### src/rtl/muldiv_unit.sv
// Iterative RV32M multiply/divide unit: shift-add multiply and restoring
// divide, one bit per cycle, with sign fix-up and single-edge special cases.
module muldiv_unit #(
  parameter int unsigned XLEN = 32
) (
  input  logic            clk,
  input  logic            rst,
  input  logic            start,
  input  logic [2:0]      funct3,
  input  logic [XLEN-1:0] rs1_data,
  input  logic [XLEN-1:0] rs2_data,
  output logic            busy,
  output logic            done,
  output logic [XLEN-1:0] result
);

  localparam int unsigned CNT_W = $clog2(XLEN) + 1;
  localparam int unsigned PW    = 2 * XLEN;

  localparam logic [2:0] F_MUL    = 3'b000;
  localparam logic [2:0] F_MULH   = 3'b001;
  localparam logic [2:0] F_MULHSU = 3'b010;
  localparam logic [2:0] F_MULHU  = 3'b011;
  localparam logic [2:0] F_DIV    = 3'b100;
  localparam logic [2:0] F_DIVU   = 3'b101;
  localparam logic [2:0] F_REM    = 3'b110;
  localparam logic [2:0] F_REMU   = 3'b111;

  localparam logic [XLEN-1:0] MIN_NEG  = {1'b1, {(XLEN-1){1'b0}}};
  localparam logic [XLEN-1:0] ALL_ONES = {XLEN{1'b1}};

  typedef enum logic [1:0] {
    S_IDLE = 2'd0,
    S_CALC = 2'd1,
    S_DONE = 2'd2
  } state_t;

  state_t            r_state;
  state_t            w_state_next;

  logic [2:0]        r_op;
  logic              r_neg;
  logic [XLEN-1:0]   r_opnd;
  logic [PW-1:0]     r_acc;
  logic [CNT_W-1:0]  r_cnt;
  logic              r_busy;
  logic              r_done;
  logic [XLEN-1:0]   r_result;

  logic              w_load;
  logic              w_step;
  logic              w_fin;

  // Operand decode at acceptance
  logic              w_is_div;
  logic              w_a_sgn;
  logic              w_b_sgn;
  logic              w_a_neg;
  logic              w_b_neg;
  logic [XLEN-1:0]   w_a_mag;
  logic [XLEN-1:0]   w_b_mag;
  logic              w_neg;
  logic              w_b_zero;
  logic              w_ovf;
  logic              w_special;
  logic [XLEN-1:0]   w_special_res;

  // Iteration datapath
  logic [XLEN-1:0]   w_hi;
  logic [XLEN-1:0]   w_lo;
  logic [XLEN:0]     w_sum;
  logic [XLEN:0]     w_shift;
  logic              w_ge;
  logic [XLEN-1:0]   w_diff;
  logic [PW-1:0]     w_mul_next;
  logic [PW-1:0]     w_div_next;
  logic [PW-1:0]     w_acc_step;
  logic [PW-1:0]     w_acc_neg;
  logic [XLEN-1:0]   w_lo_neg;
  logic [XLEN-1:0]   w_hi_neg;
  logic [XLEN-1:0]   w_final;

  assign busy   = r_busy;
  assign done   = r_done;
  assign result = r_result;

  // Classify the request and form operand magnitudes and the sign fix-up flag
  always_comb begin
    w_is_div = funct3[2];
    w_a_sgn  = w_is_div ? ~funct3[0] : (funct3[1:0] != 2'b11);
    w_b_sgn  = w_is_div ? ~funct3[0] : ~funct3[1];
    w_a_neg  = w_a_sgn & rs1_data[XLEN-1];
    w_b_neg  = w_b_sgn & rs2_data[XLEN-1];
    w_a_mag  = w_a_neg ? (~rs1_data + XLEN'(1)) : rs1_data;
    w_b_mag  = w_b_neg ? (~rs2_data + XLEN'(1)) : rs2_data;
    // MULHSU and REM follow operand A's sign only; unsigned ops see no negatives
    if (funct3 == F_MULHSU || funct3 == F_REM) begin
      w_neg = w_a_neg;
    end else begin
      w_neg = w_a_neg ^ w_b_neg;
    end
    w_b_zero  = (rs2_data == '0);
    w_ovf     = w_is_div & ~funct3[0] & (rs1_data == MIN_NEG) & (rs2_data == ALL_ONES);
    w_special = w_is_div & (w_b_zero | w_ovf);
    if (w_b_zero) begin
      w_special_res = funct3[1] ? rs1_data : ALL_ONES;
    end else begin
      w_special_res = funct3[1] ? '0 : MIN_NEG;
    end
  end

  // One shift-add or restoring-divide step on the accumulator
  always_comb begin
    w_hi       = r_acc[PW-1:XLEN];
    w_lo       = r_acc[XLEN-1:0];
    w_sum      = {1'b0, w_hi} + (w_lo[0] ? {1'b0, r_opnd} : '0);
    w_mul_next = {w_sum, w_lo[XLEN-1:1]};
    w_shift    = {w_hi, w_lo[XLEN-1]};
    w_ge       = (w_shift >= {1'b0, r_opnd});
    w_diff     = w_shift[XLEN-1:0] - r_opnd;
    if (w_ge) begin
      w_div_next = {w_diff, w_lo[XLEN-2:0], 1'b1};
    end else begin
      w_div_next = {w_shift[XLEN-1:0], w_lo[XLEN-2:0], 1'b0};
    end
    w_acc_step = r_op[2] ? w_div_next : w_mul_next;
  end

  // Final result selection with sign fix-up applied to the last step's value
  always_comb begin
    w_acc_neg = ~w_acc_step + PW'(1);
    w_lo_neg  = ~w_acc_step[XLEN-1:0] + XLEN'(1);
    w_hi_neg  = ~w_acc_step[PW-1:XLEN] + XLEN'(1);
    w_final   = '0;
    case (r_op)
      F_MUL:                    w_final = r_neg ? w_acc_neg[XLEN-1:0] : w_acc_step[XLEN-1:0];
      F_MULH, F_MULHSU, F_MULHU: w_final = r_neg ? w_acc_neg[PW-1:XLEN] : w_acc_step[PW-1:XLEN];
      F_DIV, F_DIVU:            w_final = r_neg ? w_lo_neg : w_acc_step[XLEN-1:0];
      F_REM, F_REMU:            w_final = r_neg ? w_hi_neg : w_acc_step[PW-1:XLEN];
      default:                  w_final = '0;
    endcase
  end

  // State register
  always_ff @(posedge clk or posedge rst) begin
    if (rst) begin
      r_state <= S_IDLE;
    end else begin
      r_state <= w_state_next;
    end
  end

  // Next-state and control strobes
  always_comb begin
    w_state_next = r_state;
    w_load       = 1'b0;
    w_step       = 1'b0;
    w_fin        = 1'b0;
    case (r_state)
      S_IDLE: begin
        if (start) begin
          w_load       = 1'b1;
          w_state_next = w_special ? S_DONE : S_CALC;
        end
      end
      S_CALC: begin
        w_step = 1'b1;
        if (r_cnt == CNT_W'(XLEN - 1)) begin
          w_fin        = 1'b1;
          w_state_next = S_DONE;
        end
      end
      S_DONE: begin
        w_state_next = S_IDLE;
      end
      default: begin
        w_state_next = S_IDLE;
      end
    endcase
  end

  // Operand capture and iteration registers
  always_ff @(posedge clk or posedge rst) begin
    if (rst) begin
      r_op   <= '0;
      r_neg  <= 1'b0;
      r_opnd <= '0;
      r_acc  <= '0;
      r_cnt  <= '0;
    end else if (w_load) begin
      r_op   <= funct3;
      r_neg  <= w_neg;
      r_opnd <= w_is_div ? w_b_mag : w_a_mag;
      r_acc  <= {XLEN'(0), (w_is_div ? w_a_mag : w_b_mag)};
      r_cnt  <= '0;
    end else if (w_step) begin
      r_acc  <= w_acc_step;
      r_cnt  <= r_cnt + CNT_W'(1);
    end
  end

  // Registered outputs; result only moves on the edge entering DONE
  always_ff @(posedge clk or posedge rst) begin
    if (rst) begin
      r_busy   <= 1'b0;
      r_done   <= 1'b0;
      r_result <= '0;
    end else begin
      r_busy <= (w_state_next == S_CALC);
      r_done <= (w_state_next == S_DONE);
      if (w_load && w_special) begin
        r_result <= w_special_res;
      end else if (w_fin) begin
        r_result <= w_final;
      end
    end
  end

endmodule

### config.mk
export PLATFORM = sky130hd
export DESIGN_NAME = muldiv_unit
export DESIGN_NICKNAME = d
export VERILOG_FILES = /design/src/rtl/muldiv_unit.sv
export SDC_FILE = /design/constraint.sdc
export NUM_CORES = 1
export LEC_CHECK = 0
export CELL_PAD_IN_SITES_DETAIL_PLACEMENT = 1
export CELL_PAD_IN_SITES_GLOBAL_PLACEMENT = 1
export CORE_UTILIZATION = 34
export DETAILED_ROUTE_END_ITERATION = 8
export PLACE_DENSITY = 0.66
export SLEW_MARGIN = 30
export SYNTH_ARGS = -nofsm -noshare
export SYNTH_HDL_FRONTEND = slang
export SYNTH_SLANG_ARGS = --single-unit
### constraint.sdc
create_clock -name clk -period 6.2 [get_ports clk]
set_input_delay 1.24 -clock clk [delete_from_list [all_inputs] [get_ports clk]]
set_output_delay 1.24 -clock clk [all_outputs]
set_load 0.03 [all_outputs]
Yosys cells after proc, flatten, opt, wreduce, memory -nomap -nowiden
Index checks and enable logic that the tools add are counted.
{"block": "classes", "n_addsub": 8, "mul": 0, "div": 0, "n_lt_le_gt_ge": 1, "n_eq_ne": 16, "shift": 0, "n_mux": 33, "n_bitwise": 15, "n_reduce_logical": 10}
{"operator": "32-bit two-way mux", "n": 14}
{"operator": "64-bit two-way mux", "n": 4}
{"operator": "32-bit by 1-bit adder with 32-bit output, second input constant", "n": 4}
{"operator": "32-bit inverter", "n": 4}
{"operator": "32-bit one-hot mux with 4 select lines", "n": 1}
{"operator": "64-bit by 1-bit adder with 64-bit output, second input constant", "n": 1}
{"operator": "32-bit equality test, second input constant", "n": 2}
{"operator": "64-bit inverter", "n": 1}
{"operator": "32-bit by 32-bit adder with 33-bit output", "n": 1}
{"operator": "33-bit by 32-bit greater-or-equal comparator with 1-bit output", "n": 1}
{"operator": "32-bit logical NOT", "n": 1}
{"operator": "32-bit subtractor", "n": 1}
{"operator": "3-bit equality test, second input constant", "n": 5}
{"operator": "6-bit two-way mux", "n": 2}
{"operator": "3-bit by 2-bit equality test with 1-bit output, second input constant", "n": 3}
{"operator": "1-bit two-way mux", "n": 8}
{"operator": "6-bit by 1-bit adder with 6-bit output, second input constant", "n": 1}
{"operator": "1-bit AND", "n": 6}
{"operator": "6-bit by 5-bit equality test with 1-bit output, second input constant", "n": 1}
{"operator": "2-bit two-way mux", "n": 3}
{"operator": "2-bit by 1-bit equality test with 1-bit output, second input constant", "n": 2}
{"operator": "2-bit one-hot mux with 2 select lines", "n": 1}
{"operator": "2-bit nonzero test", "n": 2}
{"operator": "2-bit OR reduction", "n": 2}
{"operator": "other kinds (11)", "n": 12}
{"block": "totals", "regBits": 142, "latch_bits": 0, "ram_bits": 0, "mem_bits_ro": 0, "inputBits": 70, "out_inout_bits": 34, "wordCells": 92, "mem_count": 0}

Longest topological paths before layout
Gate-level depths: netlist of the first run.
{"block": "depth", "word_depth": 10, "ltp_mapped": 25, "ltp_nobuf": 21}

Worst setup path before layout of the first run
OpenSTA, ideal clock, no wires.
{"block": "synth_timing", "path_type": "reg-to-reg", "from": "register r_acc[53]", "to": "register r_result[18], in the netlist result[18]", "setup_time_ns": 0.088, "arrival_time_ns": 4.561, "required_time_ns": 6.112, "slack_ns": 1.551, "path_stages_with_launch": 21, "n_path_buf": 3, "period_less_slack_ns": 4.649, "cell_sequence": "dfrtp_1 > ha_1 > buf_2 > a21oi_1 > o21ai_1 > a2111oi_4 > a21oi_2 > nor2_8 > clkbuf_1 > nand2_1 > o21ai_0 > ha_1 > o211ai_1 > nor3_1 > nand3_1 > or2_2 > clkbuf_1 > o21ai_1 > xnor2_1 > or4_1 > a41oi_1"}
{"block": "synth_between", "elab_chain_cells": 9, "word_cells_on_any_way": 16, "classes_between": "add/sub (3); order compare (1); mux (9); bitwise (3)"}
{"element": "from (decl)", "line": "44", "rtl": "logic [PW-1:0] r_acc;"}
{"element": "from (signal assigned)", "line": "194", "rtl": "r_acc <= {XLEN'(0), (w_is_div ? w_a_mag : w_b_mag)};"}
{"element": "from (signal assigned)", "line": "197", "rtl": "r_acc <= w_acc_step;"}
{"element": "33-bit by 32-bit greater-or-equal comparator with 1-bit output *", "line": "119", "rtl": "w_ge = (w_shift >= {1'b0, r_opnd});"}
{"element": "64-bit two-way mux *", "line": "121", "rtl": "if (w_ge) begin"}
{"element": "64-bit two-way mux *", "line": "126", "rtl": "w_acc_step = r_op[2] ? w_div_next : w_mul_next;"}
{"element": "64-bit inverter, or another cell as far along", "line": "131", "rtl": "w_acc_neg = ~w_acc_step + PW'(1);"}
{"element": "64-bit by 1-bit adder with 64-bit output, or another cell as far along", "line": "131"}
{"element": "32-bit two-way mux, on equally long branches"}
{"element": "32-bit one-hot mux with 4 select lines *", "line": "135", "rtl": "case (r_op)"}
{"element": "32-bit two-way mux *", "line": "213", "rtl": "end else if (w_fin) begin"}
{"element": "32-bit two-way mux *", "line": "211", "rtl": "if (w_load && w_special) begin"}
{"element": "to (signal assigned)", "line": "212", "rtl": "r_result <= w_special_res;"}
{"element": "to (signal assigned)", "line": "214", "rtl": "r_result <= w_final;"}
{"element": "to (decl)", "line": "48", "rtl": "logic [XLEN-1:0] r_result;"}
Mark *: on every way between the ends. The rest lies on a longest branch, timed or not. The select of a mux whose other input is x is not followed.
A chain may end at the register's enable or synchronous reset.

Final worst setup path of the first run
{"block": "layout_timing", "from": "register r_acc[55]", "to": "register r_result[4], in the netlist result[4]"}
The elaborated chain is that of the path after synthesis.

==> results of run 1 <==
## cell type report
class | instances | share of cell area [%]
Sequential cell | 142 | 19.2
Clock buffer | 20 | 2.41
Inverter | 74 | 1.53
Tap cell | 607 | 4.10
Multi-Input combinational cell | 1840 | 63.2
Clock inverter | 12 | 0.608
Antenna cell | 1 | 0.0135
Timing Repair Buffer | 186 | 8.92
## path summary, 6_finish.rpt
check                                 startpoint               endpoint  depth (start not counted)
min reg2reg                 r_cnt[5]$_DFFE_PP0P_   r_cnt[5]$_DFFE_PP0P_                          1
max reg2reg                r_acc[55]$_DFFE_PP0P_  result[4]$_DFFE_PP0P_                         18
max                        r_acc[55]$_DFFE_PP0P_  result[4]$_DFFE_PP0P_                         18
min                         r_cnt[5]$_DFFE_PP0P_   r_cnt[5]$_DFFE_PP0P_                          1
min in group asynchronous                    rst         busy$_DFF_PP0_                          2
max in group asynchronous                    rst  r_acc[56]$_DFFE_PP0P_                          3
## flip-flops by register name, summed over array words and instances (netlist names)
register,flops
result,32
done,1
r_op,3
r_cnt,6
r_opnd,32
r_state,2
r_neg,1
busy,1
r_acc,64
## cell usage in the layout, fill, tap and decap left out, drive strengths merged, types with 23 or more instances in the layout
cell	count
nand2	273
o21ai	258
a21oi	203
nor2	176
dfrtp	142
clkdlybuf4s50	102
buf	84
xnor2	80
inv	77
ha	70
xor2	60
nor3	59
and2	51
nand3	51
o22ai	41
nand4	40
o31ai	37
or3	31
a31oi	28
a211oi	27
mux2i	24
mux2	23
## cell usage after synthesis, types with 10 or more instances
| library cell | number | area [um2] |
|---|---|---|
| xnor2_1 | 80 | 701 |
| ha_1 | 70 | 876 |
| o21a_1 | 17 | 128 |
| nand4_1 | 38 | 238 |
| and3_1 | 14 | 87.6 |
| or3_1 | 31 | 194 |
| nor2_1 | 173 | 649 |
| nand2_1 | 272 | 1020 |
| nand3_1 | 46 | 230 |
| nor2b_1 | 15 | 93.8 |
| o22ai_1 | 41 | 257 |
| o21ai_1 | 10 | 50.1 |
| a22o_1 | 13 | 114 |
| a211oi_1 | 24 | 180 |
| inv_1 | 73 | 274 |
| nor4_1 | 10 | 62.6 |
| a21o_1 | 21 | 158 |
| mux2_2 | 23 | 259 |
| xor2_1 | 60 | 526 |
| buf_1 | 16 | 60.1 |
| nor3_1 | 58 | 290 |
| o21ai_0 | 248 | 1240 |
| a31oi_1 | 26 | 163 |
| and2_1 | 51 | 319 |
| a21oi_1 | 200 | 1000 |
| mux2i_1 | 24 | 240 |
| o211ai_1 | 20 | 150 |
| or2_2 | 11 | 68.8 |
| dfrtp_1 | 142 | 3550 |
| nand2b_1 | 10 | 62.6 |
| clkbuf_1 | 95 | 357 |
| o31ai_1 | 37 | 278 |
| buf_2 | 15 | 75.1 |
## per-layer routing
layer | routed length [um] | part of all wire [%] | vias to the layer above | GRT usage, %
met2 | 36400 | 46 | 572 | 53.5
met3 | 4270 | 5.4 | 129 | 3.62
met4 | 4290 | 5.4 | 2 | 17.7
met1 | 33800 | 43 | 8949 | 41.8
li1 | - | - | 8192 | -
met5 | 8 | 0.010 | - | 0
## power by group through the flow
stage | combinational (mW) | sequential, mW | clock, mW
after floorplan | 5.63 | 1.81 | 0
after global placement | 8.80 | 1.85 | 0
after detailed placement | 8.91 | 1.85 | 0
after CTS | 8.98 | 1.84 | 1.07
after global routing | 9.70 | 1.90 | 1.09
final | 9.14 | 1.86 | 1.05
## stage by stage
step | hold slack (ns) | std cells | instance area (um2) | util, % | total power, mW
2_1_floorplan | 0.448 | 2193 | 16100 | - | 7.44
3_3_place_gp | 0.469 | 2849 | 17900 | 38.5 | 10.6
3_5_place_dp | 0.491 | 2849 | 17900 | 38.5 | 10.8
4_1_cts | 0.507 | 2881 | 18500 | 39.7 | 11.9
5_1_grt | 0.523 | 2881 | 18500 | 39.7 | 12.7
6_report | 0.504 | 2882 | 18500 | 39.7 | 12.1
## cells by family after synthesis
group,count (synthesis),synth area share [%]
AOI/OAI and AO/OA,791,31.6
adders and majority gates,72,5.69
and+or+nand+nor,790,24.5
muxes,47,3.10
xor gates and xnor gates,140,7.61
buffers and inverters,211,5.41
DFF,142,22.1
## worst register-to-register path, delay by kind of cell (launching register included)
family	cells	cell delay (ns)
xor gates and xnor gates	1	0.17
and+or+nand+nor	5	1.53
AOI/OAI and AO/OA	10	2.90
DFF	1	0.45
adders and majority gates	2	0.70
==> reports/summary.txt, run 1 <==
Vias in the first global route: 17607
Fmax: 170 MHz
CTS tree: yes
Register area: 3560 um2
CP Cell Sequence: ha_1 > a21oi_1 > o21ai_1 > a2111oi_4 > a21oi_2 > nor2_8 > nand2_1 > o21ai_0 > ha_1 > o211ai_1 > nor3_1 > nand3_1 > or2_2 > o21ai_0 > xor2_1 > o22ai_1 > o311ai_1 > a21oi_1
Post-synth EDFFs: 0
Overall routing resource usage: 32.6%
Primary FF master, synth: dfrtp_1
Final period utilization: 95.0%
Crit end category: register
Critical path's top delay family: compound AO/OA/AOI/OAI gates
Root Buffer: clkbuf_16
CP Launch Type: register
R2R Setup Slk: 0.31 ns
Fill cells: 5804
Worst path required time: 6.51 ns
Crit-path max FO: 11
Port bufs: 103
Clk slew on worst S/H paths: 0.07 ns
Critical-path top delay cell: o311ai_1
Die area: 48200 um2
Combinational share of power: 75.8%
Critical path's largest stage delay: 0.72 ns
Setup_tns: 0 ns
GRT overflow: 0
Pwr dens: 651 nW/um2
Core ar.: 46700 um2
Remaining DRCs: 0
RSZ-0062 raised after global routing: no
Sequential fraction of the synthesis area: 22.1%
Worst setup margin: 0.311 ns
Leak: 7.10 nW
Sw frac: 57.0%
Internal power: 5.18 mW
Final WL: 78.8 mm
Post_cts resized: 0
Ratio of cells with drive above 1 in the final layout: 9.45%
Max Slew Vio Count: 0
Critical path type: register to register
Starting Density: 34.5%
Fin Clk Skew: 0.0167 ns
CTS Buf Count: 17
Gpl congestion: 0.995
Global-route wire length before repair: 116 mm
Seq pwr share: 15.4%
Mapped Cells: 2193
# rows: 79
Place WS: 0.462 ns
Cts hold-fix bufs: 0
Via-to-Cell Ratio: 6.19
Area grow syn2layout: 14.9%
Post-synth cell types: 110
Clock network power share: 8.7%
Post-synthesis async set-or-reset flop share: 100%
Final setup viols: 0
Vert. Die Dim: 220 um
Mapped cell area: 16100 um2
Mapped Nets: 2335
Crit path buffers/inverters: 0
Final Hold Viols: 0
Total of max-cap violations: 0
Tightest Pin Transition: 1.10 ns
Clk Latency, worst-skew pair: 0.47 ns
H-Tree Depth: 4
Largest net degree at the start of global routing: 87
Avg Inst Size Synth: 7.34 um2
Initial DRC Count: 1311
Final #Nets: 2403
CTS sink count: 142
Postcts setup bufs: 0
Antenna Nets Post-Route: 0
Synthesis-stage register bit count: 142
VDD IR max: 0.272 mV
Sw power: 6.87 mW
Area of the multi-input gates: 11700 um2
HP Class: register to register
Initial antenna violation count: 6
Clk buf depth: 2
Slew HR: 26.4%
Routed WL per cell: 27.3 um
TritonRoute pass-1 iters: 5
IO Count: 104
Vias: 17844
Arr. time, crit path: 6.20 ns
Detailed Place HPWL: 63.0 mm
Status: complete, no violations
Die X: 220 um
Yosys Warn Count: 0
Minimum clock period: 5.89 ns
No activity file was read; power rests on OpenSTA's default activity.
==> inputs of run 2 (changes only) <==
--- a/config.mk
+++ b/config.mk
@@ -7,7 +7,9 @@
 export LEC_CHECK = 0
 export CELL_PAD_IN_SITES_DETAIL_PLACEMENT = 1
 export CELL_PAD_IN_SITES_GLOBAL_PLACEMENT = 1
+export CORE_MARGIN = 4
 export CORE_UTILIZATION = 34
+export CTS_CLUSTER_SIZE = 30
 export DETAILED_ROUTE_END_ITERATION = 8
 export PLACE_DENSITY = 0.66
 export SLEW_MARGIN = 30
==> reports/summary.txt, run 2 (synthesized netlist as in run 1, its figures left out) <==
Final Hold Viols: 0 (unchanged)
Ratio of cells with drive above 1 in the final layout: 9.15% (-0.31 points)
Cts hold-fix bufs: 0 (unchanged)
Area grow syn2layout: 14.7%
Remaining DRCs: 0 (unchanged)
Overall routing resource usage: 29.5% (-3.1 points)
Post-layout util: 39.6% (-0.064 points)
Postcts setup bufs: 0 (unchanged)
Vias: 17929 (+0.48%)
# rows: 79 (unchanged)
Max reg flops: 64 (unchanged)
Fin Clk Skew: 0.0116 ns (-0.00505 ns)
Max Slew Vio Count: 0 (unchanged)
Largest Register: r_acc
Die area: 50900 um2 (+5.5%)
R2R Setup Slk: 0.19 ns (-0.12 ns)
Port bufs: 103 (unchanged)
CTS sink count: 142 (unchanged)
Starting Density: 34.5% (unchanged)
CTS Buf Count: 17 (unchanged)
Status: complete, no violations
Commonest non-fill, non-tap cell in the layout: nand2_1
Routed WL per cell: 26.9 um (-1.8%)
Fill cells: 5844 (+0.69%)
Total of max-cap violations: 0 (unchanged)
Core ar.: 46700 um2 (unchanged)
Setup_tns: 0 ns (unchanged)
Dpl cell area: 17900 um2 (-0.33%)
Gpl congestion: 0.980 (-1.5%)
Root Buffer: clkbuf_16
Post_cts resized: 0 (unchanged)
Crit end category: register
Slew HR: 39.1% (+13 points)
Initial antenna violation count: 6 (unchanged)
Initial DRC Count: 1428 (+8.9%)
Commonest cells after routing, fill and taps aside: nand2_1, o21ai_0, a21oi_1, nor2_1, dfrtp_1
Final #Nets: 2393 (-0.42%)
Design area: 18500 um2 (-0.16%)
Total Power: 12.0 mW (-0.58%)
Largest net degree at the start of global routing: 77 (-11%)
Vias in the first global route: 17706 (+0.56%)
Clk buf depth: 2 (unchanged)
HP Class: register to register
Final WL: 77.1 mm (-2.1%)
Placed insts: 2839 (-0.35%)
Critical path type: register to register
Worst setup margin: 0.186 ns (-0.125 ns)
CTS tree: yes
Clk slew on worst S/H paths: 0.06 ns (about the same)
Fmax: 166 MHz (-2.1%)
Detailed Place HPWL: 61.7 mm (-2.0%)
Global-route wire length before repair: 114 mm (-1.7%)
Minimum clock period: 6.01 ns (+0.125 ns)
Vert. Die Dim: 226 um (+2.7%)
Clk Latency, worst-skew pair: 0.47 ns (about the same)
Layout Cells excl Fill: 2871 (-0.38%)
IO Count: 104 (unchanged)
Via-to-Cell Ratio: 6.24 (+0.86%)
Antenna Nets Post-Route: 0 (unchanged)
Leak: 7.09 nW (-0.25%)
Final period utilization: 97.0% (+2.0 points)
Place WS: 0.362 ns (-0.0999 ns)
Crit-path max FO: 11 (unchanged)
Hold_ws: 0.480 ns (-0.0244 ns)
Die X: 226 um (+2.7%)
Pwr dens: 648 nW/um2 (-0.42%)
GRT overflow: 0 (unchanged)
H-Tree Depth: 4 (unchanged)
Arr. time, crit path: 6.33 ns (+0.13 ns)
Final setup viols: 0 (unchanged)
Tightest Pin Transition: 0.905 ns (-0.193 ns)
Worst path required time: 6.51 ns (about the same)
TritonRoute pass-1 iters: 5 (unchanged)
VDD IR max: 0.213 mV (-22%)
CP Launch Type: register
RSZ-0062 raised after global routing: no
run 2: area by class of cell:
type	count	area (um2)	area share, %
repair buffers	176	1590	8.60
inverters	74	283	1.53
diodes	1	2.50	0.0135
well taps	607	759	4.11
clock buffers	19	453	2.45
clock inverters	12	136	0.738
multi-input cells	1840	11700	63.3
flip-flops and latches	142	3560	19.3
run 2: final timing paths:
path	start	end	depth (start not counted)
max in group asynchronous	rst	r_neg$_DFFE_PP0P_	3
worst min register to register	r_cnt[5]$_DFFE_PP0P_	r_cnt[5]$_DFFE_PP0P_	1
min in group asynchronous	rst	r_state[0]$_DFF_PP0_	2
worst max register to register	r_acc[53]$_DFFE_PP0P_	result[4]$_DFFE_PP0P_	18
worst min-delay path	r_cnt[5]$_DFFE_PP0P_	r_cnt[5]$_DFFE_PP0P_	1
worst max-delay path	r_acc[53]$_DFFE_PP0P_	result[4]$_DFFE_PP0P_	18
run 2: worst max-delay path, stage by stage, from the launching register on:
cell       delay (ns)
dfrtp_1          0.48
ha_1             0.43
a21oi_1          0.22
o21ai_1          0.22
a2111oi_4        0.53
a21oi_2          0.18
nor2_8           0.14
nand2_1          0.11
o21ai_0          0.21
ha_1             0.27
o211ai_1         0.20
nor3_1           0.46
nand3_1          0.36
or2_2            0.50
o21ai_0          0.28
xor2_1           0.19
o22ai_1          0.17
o311ai_0         0.76
a21oi_1          0.13
run 2: routing by layer:
metal  part of all wire, %  vias up  wire (um)  GRT usage, %
met1                    43     8955      33100          39.3
met5                 0.016        -         12             0
met3                   5.6      150       4350          3.24
met4                   5.2        2       3990          13.3
li1                      -     8168          -             -
met2                    46      654      35600          48.4
run 2: power by group:
group / total (mW) / leakage, nW / switching [mW] / internal [mW]
Clock: 1.09 / 0.282 / 0.478 / 0.614
Combinational: 9.05 / 5.14 / 5.79 / 3.26
Sequential: 1.84 / 1.67 / 0.515 / 1.33
